**config.mk**
```make
export PLATFORM = sky130hd
export DESIGN_NAME = msx_mem_arbiter
export DESIGN_NICKNAME = d
export VERILOG_FILES = /design/src/rtl/msx_mem_arbiter.sv
export SDC_FILE = /design/constraint.sdc
export NUM_CORES = 1
export LEC_CHECK = 0
export CAP_MARGIN = 30
export CORE_ASPECT_RATIO = 2
export CORE_MARGIN = 2
export CORE_UTILIZATION = 35
export CTS_BUF_LIST = sky130_fd_sc_hd__clkbuf_8
export DETAILED_ROUTE_END_ITERATION = 12
export GPL_TIMING_DRIVEN = 0
export PLACE_DENSITY = 0.75
export SETUP_SLACK_MARGIN = 0.05
export SLEW_MARGIN = 30
export SYNTH_ARGS = -nofsm -noshare
export SYNTH_HDL_FRONTEND = slang
export SYNTH_SLANG_ARGS = --single-unit
```
**constraint.sdc**
```tcl
create_clock -name clk -period 2.61 [get_ports clk]
set_input_delay 0.522 -clock clk [delete_from_list [all_inputs] [get_ports clk]]
set_output_delay 0.522 -clock clk [all_outputs]
set_load 0.02 [all_outputs]
```
**src/rtl/msx_mem_arbiter.sv**
```systemverilog
// msx_mem_arbiter
// Shares the single SDRAM port between the ioctl download path (DL), the CPU
// slot/mapper path (CPU) and the FDC/device path (DEV). One transaction is in
// flight at a time: IDLE samples the requests, BUSY holds sdram_req until the
// controller acknowledges (or the ack watchdog expires), DONE pulses the ack
// of the requester that owned the cycle.
//
// Optional feature: define MSX_MEM_BOUNDS_CHECK_EN to reject CPU accesses
// whose page (cpu_offset[26:14]) lies beyond cpu_size. Without it only the
// read-only write protection is applied.

module msx_mem_arbiter #(
    parameter int unsigned STARVE_LIMIT = 4,
    parameter int unsigned ACK_TIMEOUT  = 255
) (
    input  logic        clk,
    input  logic        reset_n,
    input  logic        dl_req,
    input  logic        dl_we,
    input  logic [26:0] dl_addr,
    input  logic [7:0]  dl_wdata,
    output logic        dl_ack,
    input  logic        cpu_req,
    input  logic        cpu_we,
    input  logic [26:0] cpu_addr,
    input  logic [26:0] cpu_offset,
    input  logic [15:0] cpu_size,
    input  logic        cpu_ro,
    input  logic [7:0]  cpu_wdata,
    output logic        cpu_ack,
    output logic [7:0]  cpu_rdata,
    input  logic        dev_req,
    input  logic        dev_we,
    input  logic [26:0] dev_addr,
    input  logic        dev_ro,
    input  logic [7:0]  dev_wdata,
    output logic        dev_ack,
    output logic [7:0]  dev_rdata,
    output logic        sdram_req,
    output logic        sdram_we,
    output logic [26:0] sdram_addr,
    output logic [7:0]  sdram_din,
    input  logic        sdram_ack,
    input  logic [7:0]  sdram_dout,
    output logic        err_timeout
);

    localparam logic [1:0] ST_IDLE = 2'd0;
    localparam logic [1:0] ST_BUSY = 2'd1;
    localparam logic [1:0] ST_DONE = 2'd2;

    localparam logic [1:0] OWN_DL  = 2'd0;
    localparam logic [1:0] OWN_CPU = 2'd1;
    localparam logic [1:0] OWN_DEV = 2'd2;

    localparam logic [3:0] STARVE_MAX    = 4'(STARVE_LIMIT);
    localparam logic [7:0] TMO_LAST      = 8'(ACK_TIMEOUT - 1);
    localparam logic [7:0] RDATA_BLOCKED = 8'hFF;

    // A write into a read-only region never reaches the SDRAM.
    function automatic logic f_write_protected(input logic we, input logic ro);
        return we & ro;
    endfunction

`ifdef MSX_MEM_BOUNDS_CHECK_EN
    // Region sizes are counted in 16 KB pages, so only the page number matters.
    function automatic logic f_out_of_range(input logic [12:0] page, input logic [15:0] size);
        return ({3'b000, page} >= size);
    endfunction
`endif

    logic [1:0]  r_state;
    logic [1:0]  r_owner;
    logic [3:0]  r_starve;
    logic [7:0]  r_tmo;
    logic        r_sdram_req;
    logic        r_sdram_we;
    logic [26:0] r_sdram_addr;
    logic [7:0]  r_sdram_din;
    logic        r_dl_ack;
    logic        r_cpu_ack;
    logic        r_dev_ack;
    logic [7:0]  r_cpu_rdata;
    logic [7:0]  r_dev_rdata;
    logic        r_err_timeout;

    logic        w_idle;
    logic        w_grant_dl;
    logic        w_grant_cpu;
    logic        w_grant_dev;
    logic        w_cpu_blocked;
    logic        w_dev_blocked;
    logic        w_busy_end;
    logic        w_timeout;
    logic [7:0]  w_end_rdata;

    assign w_idle = (r_state == ST_IDLE);

`ifdef MSX_MEM_BOUNDS_CHECK_EN
    logic w_unused_offset_lo;
    assign w_unused_offset_lo = ^cpu_offset[13:0];
    assign w_cpu_blocked = f_write_protected(cpu_we, cpu_ro)
                         | f_out_of_range(cpu_offset[26:14], cpu_size);
`else
    logic w_unused_bounds;
    assign w_unused_bounds = ^{cpu_offset, cpu_size};
    assign w_cpu_blocked = f_write_protected(cpu_we, cpu_ro);
`endif
    assign w_dev_blocked = f_write_protected(dev_we, dev_ro);

    // Grant selection: DL first, DEV jumps CPU once it has starved long enough.
    always_comb begin
        w_grant_dl  = 1'b0;
        w_grant_cpu = 1'b0;
        w_grant_dev = 1'b0;
        if (!w_idle) begin
            w_grant_dl = 1'b0;
        end else if (dl_req) begin
            w_grant_dl = 1'b1;
        end else if (dev_req && (r_starve == STARVE_MAX)) begin
            w_grant_dev = 1'b1;
        end else if (cpu_req) begin
            w_grant_cpu = 1'b1;
        end else if (dev_req) begin
            w_grant_dev = 1'b1;
        end else begin
            w_grant_dl = 1'b0;
        end
    end

    // End of a BUSY cycle: a real ack beats a watchdog expiry in the same cycle.
    always_comb begin
        w_busy_end  = 1'b0;
        w_timeout   = 1'b0;
        w_end_rdata = RDATA_BLOCKED;
        if ((r_state == ST_BUSY) && sdram_ack) begin
            w_busy_end  = 1'b1;
            w_end_rdata = sdram_dout;
        end else if ((r_state == ST_BUSY) && (r_tmo == TMO_LAST)) begin
            w_busy_end  = 1'b1;
            w_timeout   = 1'b1;
        end else begin
            w_busy_end  = 1'b0;
        end
    end

    // Transaction FSM: latch the winner, run the SDRAM handshake, pulse the ack.
    always_ff @(posedge clk or negedge reset_n) begin
        if (!reset_n) begin
            r_state       <= ST_IDLE;
            r_owner       <= OWN_DL;
            r_tmo         <= 8'd0;
            r_sdram_req   <= 1'b0;
            r_sdram_we    <= 1'b0;
            r_sdram_addr  <= 27'd0;
            r_sdram_din   <= 8'd0;
            r_dl_ack      <= 1'b0;
            r_cpu_ack     <= 1'b0;
            r_dev_ack     <= 1'b0;
            r_cpu_rdata   <= 8'd0;
            r_dev_rdata   <= 8'd0;
            r_err_timeout <= 1'b0;
        end else begin
            r_dl_ack  <= 1'b0;
            r_cpu_ack <= 1'b0;
            r_dev_ack <= 1'b0;
            case (r_state)
                ST_IDLE: begin
                    if (w_grant_dl) begin
                        r_owner      <= OWN_DL;
                        r_sdram_addr <= dl_addr;
                        r_sdram_we   <= dl_we;
                        r_sdram_din  <= dl_wdata;
                        r_sdram_req  <= 1'b1;
                        r_tmo        <= 8'd0;
                        r_state      <= ST_BUSY;
                    end else if (w_grant_cpu) begin
                        r_owner <= OWN_CPU;
                        if (w_cpu_blocked) begin
                            r_cpu_ack   <= 1'b1;
                            r_cpu_rdata <= RDATA_BLOCKED;
                            r_state     <= ST_DONE;
                        end else begin
                            r_sdram_addr <= cpu_addr;
                            r_sdram_we   <= cpu_we;
                            r_sdram_din  <= cpu_wdata;
                            r_sdram_req  <= 1'b1;
                            r_tmo        <= 8'd0;
                            r_state      <= ST_BUSY;
                        end
                    end else if (w_grant_dev) begin
                        r_owner <= OWN_DEV;
                        if (w_dev_blocked) begin
                            r_dev_ack   <= 1'b1;
                            r_dev_rdata <= RDATA_BLOCKED;
                            r_state     <= ST_DONE;
                        end else begin
                            r_sdram_addr <= dev_addr;
                            r_sdram_we   <= dev_we;
                            r_sdram_din  <= dev_wdata;
                            r_sdram_req  <= 1'b1;
                            r_tmo        <= 8'd0;
                            r_state      <= ST_BUSY;
                        end
                    end else begin
                        r_state <= ST_IDLE;
                    end
                end
                ST_BUSY: begin
                    if (w_busy_end) begin
                        r_sdram_req <= 1'b0;
                        r_state     <= ST_DONE;
                        if (w_timeout) begin
                            r_err_timeout <= 1'b1;
                        end
                        case (r_owner)
                            OWN_DL:  r_dl_ack <= 1'b1;
                            OWN_CPU: begin
                                r_cpu_ack   <= 1'b1;
                                r_cpu_rdata <= w_end_rdata;
                            end
                            OWN_DEV: begin
                                r_dev_ack   <= 1'b1;
                                r_dev_rdata <= w_end_rdata;
                            end
                            default: r_dl_ack <= 1'b0;
                        endcase
                    end else begin
                        r_tmo <= r_tmo + 8'd1;
                    end
                end
                ST_DONE: begin
                    r_state <= ST_IDLE;
                end
                default: begin
                    r_state     <= ST_IDLE;
                    r_sdram_req <= 1'b0;
                end
            endcase
        end
    end

    // Starvation counter: counts CPU wins that left DEV waiting, cleared by a DEV win.
    always_ff @(posedge clk or negedge reset_n) begin
        if (!reset_n) begin
            r_starve <= 4'd0;
        end else if (w_grant_dev) begin
            r_starve <= 4'd0;
        end else if (w_grant_cpu && dev_req && (r_starve != STARVE_MAX)) begin
            r_starve <= r_starve + 4'd1;
        end
    end

    assign dl_ack      = r_dl_ack;
    assign cpu_ack     = r_cpu_ack;
    assign cpu_rdata   = r_cpu_rdata;
    assign dev_ack     = r_dev_ack;
    assign dev_rdata   = r_dev_rdata;
    assign sdram_req   = r_sdram_req;
    assign sdram_we    = r_sdram_we;
    assign sdram_addr  = r_sdram_addr;
    assign sdram_din   = r_sdram_din;
    assign err_timeout = r_err_timeout;

endmodule

```
==> impl_results.md <==
- Max Fclk: 409 MHz
- Maximum VDD drop: 0.604 mV
- Maximum root-to-sink buffer count: 2
- Clock sink count: 73
- Die ar.: 0.0127 mm^2
- Clock Latency Late Sink: 0.36 ns
- Syn nets: 579
- Initial Util: about 35%
- #FFs+latches synth: 73
- Seq/Total Area, Yosys: 44.4%
- WL met3: 850 um
- CTS H-tree lvls: 3
- Util after Layout: a little over half
- Power Total: 6.35 mW
- Final Cell Area: about 0.0063 mm^2
- NumNets Final: 769
- Critical Setup Path Class: in2reg
- Post-Layout Cell Count: 748
- Site row count: 56
- Drt total wl: ~14000 um
- Slew HR: about half
- Crit path DAT: 2.74 ns
- Power per Cell Area: around 1000 mW/mm^2
- Status: finished, final reports clean
- Hold Buf Count CTS: 0
- WL per Instance: 18.3 um
- Total grt overflow: 0
- Die Span X: 80.7 um
- Die H: 157 um
- GPL Wtd Cong: 0.882
- Final Critical Period: 2.45 ns
- Max FO, Critical Path: 10
- Final hold vios: 0
- Vias after detailed routing: 4106
- M1 WL: 5500 um
- DRC viols: 0
- Placed Cells: 732
- Post-DP HPWL: 10300 um
- CP startpoint kind: input pin
- R2R Setup Slk: 0.22 ns
- Clock transition at path regs: 0.09 ns
- Fin crit share: 93.7%
- Port Buffer Count: 178
- Top Metal Used: met4
- Dpl cell area: 0.00610 mm^2
- Vias per cell: 5.49
- Worst-case hold slack: 0.0713 ns
- Initial antenna violation count: 0
- Netlist cell types: between 40 and 50
- YS warnings: 0
- Final ANT Viol Nets: 0
- Root buffer cell: clkbuf_8
- CP endpoint kind: flop
- Pin count of the biggest net entering global routing: 47
- Post-CTS setup buffer count: 0
- Final Slew Violations: 0
- EDFF count, synth: 0
- Fraction of registers with async set/reset: between 90% and 100%
- Area grow syn2layout: 52.9%
- Synthesized area per cell: 10.1 um^2
- CTS buffer count: 9
- WL met2: 7040 um
- Syn Inst Count: slightly above 400
- Cell area after synthesis: 0.00412 mm^2
- Core Box Area: 0.0116 mm^2
- Antenna diodes: 0
- Hold crit path type: in2async
- Vias in the first global route: 4199
- First-pass GRT wire length: between 20000 and 25000 um
- WP data required: just under 3 ns
- 1st-pass router iterations: 4
- Pre-CTS setup slack: -0.202 ns
- Final Worst Setup Slack: 0.165 ns
- Setup TNS Final: 0 ns
- Gr usage total: 21.6%
- Top_reg_cell synth: dfrtp_1
- RSZ-0062 raised after global routing: no
- Layout cells sized above 1: 11.4%
- CTS tree: done
- Static leakage: between 2 and 2.5 nW
- Clock skew: 0.0122 ns
- MaxCap Viol Count: 0
- Final setup violation count: 0
- Post-CTS sizing: 0
- Worst-Margin Slew: approximately 0.74 ns
- # IOs: ~220
- Drt first-iter violations: 258
where the power goes:
part | leakage [nW] | switching (mW) | internal [mW]
clock network | 0.0888 | 0.481 | 0.363
registers | 0.868 | 0.334 | 1.65
logic | 1.53 | 1.67 | 1.86
total | 2.49 | 2.48 | 3.87
path summary, 6_finish.rpt:
kind	endpoint	start	depth (start not counted)
max in group asynchronous	sdram_addr[2]$_DFFE_PN0P_	reset_n	2
max	sdram_din[5]$_DFFE_PN0P_	dev_req	7
min	dev_rdata[4]$_DFFE_PN0P_	reset_n	1
max reg2reg	sdram_din[5]$_DFFE_PN0P_	r_starve[0]$_DFFE_PN0P_	8
min reg2reg	r_tmo[7]$_DFFE_PN0P_	r_tmo[7]$_DFFE_PN0P_	1
min in group clk	r_tmo[7]$_DFFE_PN0P_	r_tmo[7]$_DFFE_PN0P_	1
logic make-up after synthesis:
kind of cell    share of synthesized area [%]
flops                                    44.4
buf+inv                                  5.02
mux                                      13.3
simple gates                             14.7
fa+ha+maj                                1.22
compound gates                           21.4
critical path, stage by stage:
cell and delay (ns):
clkdlybuf4s50_1 0.58, and4b_1 0.32, buf_2 0.28, buf_1 0.45, nor4_1 0.10, o31ai_1 0.28
mux2_4 0.20
layout by cell type (no fill, tap or decap), types with 8 or more instances in the layout:
cell type / Yosys / routed
o21ai_0: 9 / 9
buf_1: 9 / 8
mux2_4: 29 / 29
inv_1: 11 / 11
clkbuf_1: 21 / 19
a21oi_1: 38 / 38
nand2_1: 50 / 50
nor4_1: 40 / 40
o31ai_1: 36 / 36
dfrtp_1: 73 / 73
clkdlybuf4s50_1: 0 / 177
o22a_1: 16 / 16
clkbuf_8: 0 / 9
mux2_2: 8 / 8
flip-flops by register name (all words and copies together), names as in the netlist, 2 cells and up:
register / cells
r_owner: 2
r_state: 2
sdram_din: 8
dev_rdata: 8
r_starve: 4
r_tmo: 8
cpu_rdata: 8
sdram_addr: 27
metal layers:
layer  global-route usage, %  up-vias
li1                        -     1935
met1                    25.7     1985
met2                    37.7      167
met3                    3.56       19
met4                    9.20        0
met5                       0        -
synthesized netlist by cell type, types with 2 or more instances:
cell type / n / area share, %
o22ai_1: 2 / 0.30
buf_2: 2 / 0.24
o21ai_1: 2 / 0.24
o31ai_1: 36 / 6.6
dfrtp_1: 73 / 44
a2bb2oi_1: 2 / 0.43
nand3_1: 6 / 0.73
buf_6: 3 / 0.82
nor2_1: 5 / 0.46
a21oi_1: 38 / 4.6
nand2_1: 50 / 4.6
nor4_1: 40 / 6.1
nor3_1: 3 / 0.36
inv_1: 11 / 1.0
mux2i_1: 2 / 0.49
mux2_2: 8 / 2.2
a31oi_1: 6 / 0.91
o22a_1: 16 / 3.4
buf_1: 9 / 0.82
o21ai_0: 9 / 1.1
nand4_1: 2 / 0.30
mux2_4: 29 / 11
a211oi_1: 2 / 0.36
nor2b_1: 4 / 0.61
clkbuf_1: 21 / 1.9
ha_1: 4 / 1.2
and4b_1: 2 / 0.49
layout make-up:
cell class	count	area, um^2
Tap cell	145	181
Timing Repair Buffer	179	1810
Fill cell	1081	5340
Clock buffer	9	124
Clock inverter	7	61.3
Sequential cell	73	1830
Buffer	36	165
Inverter	12	45.0
Multi-Input combinational cell	287	2080
No activity file was read; power rests on OpenSTA's default activity.
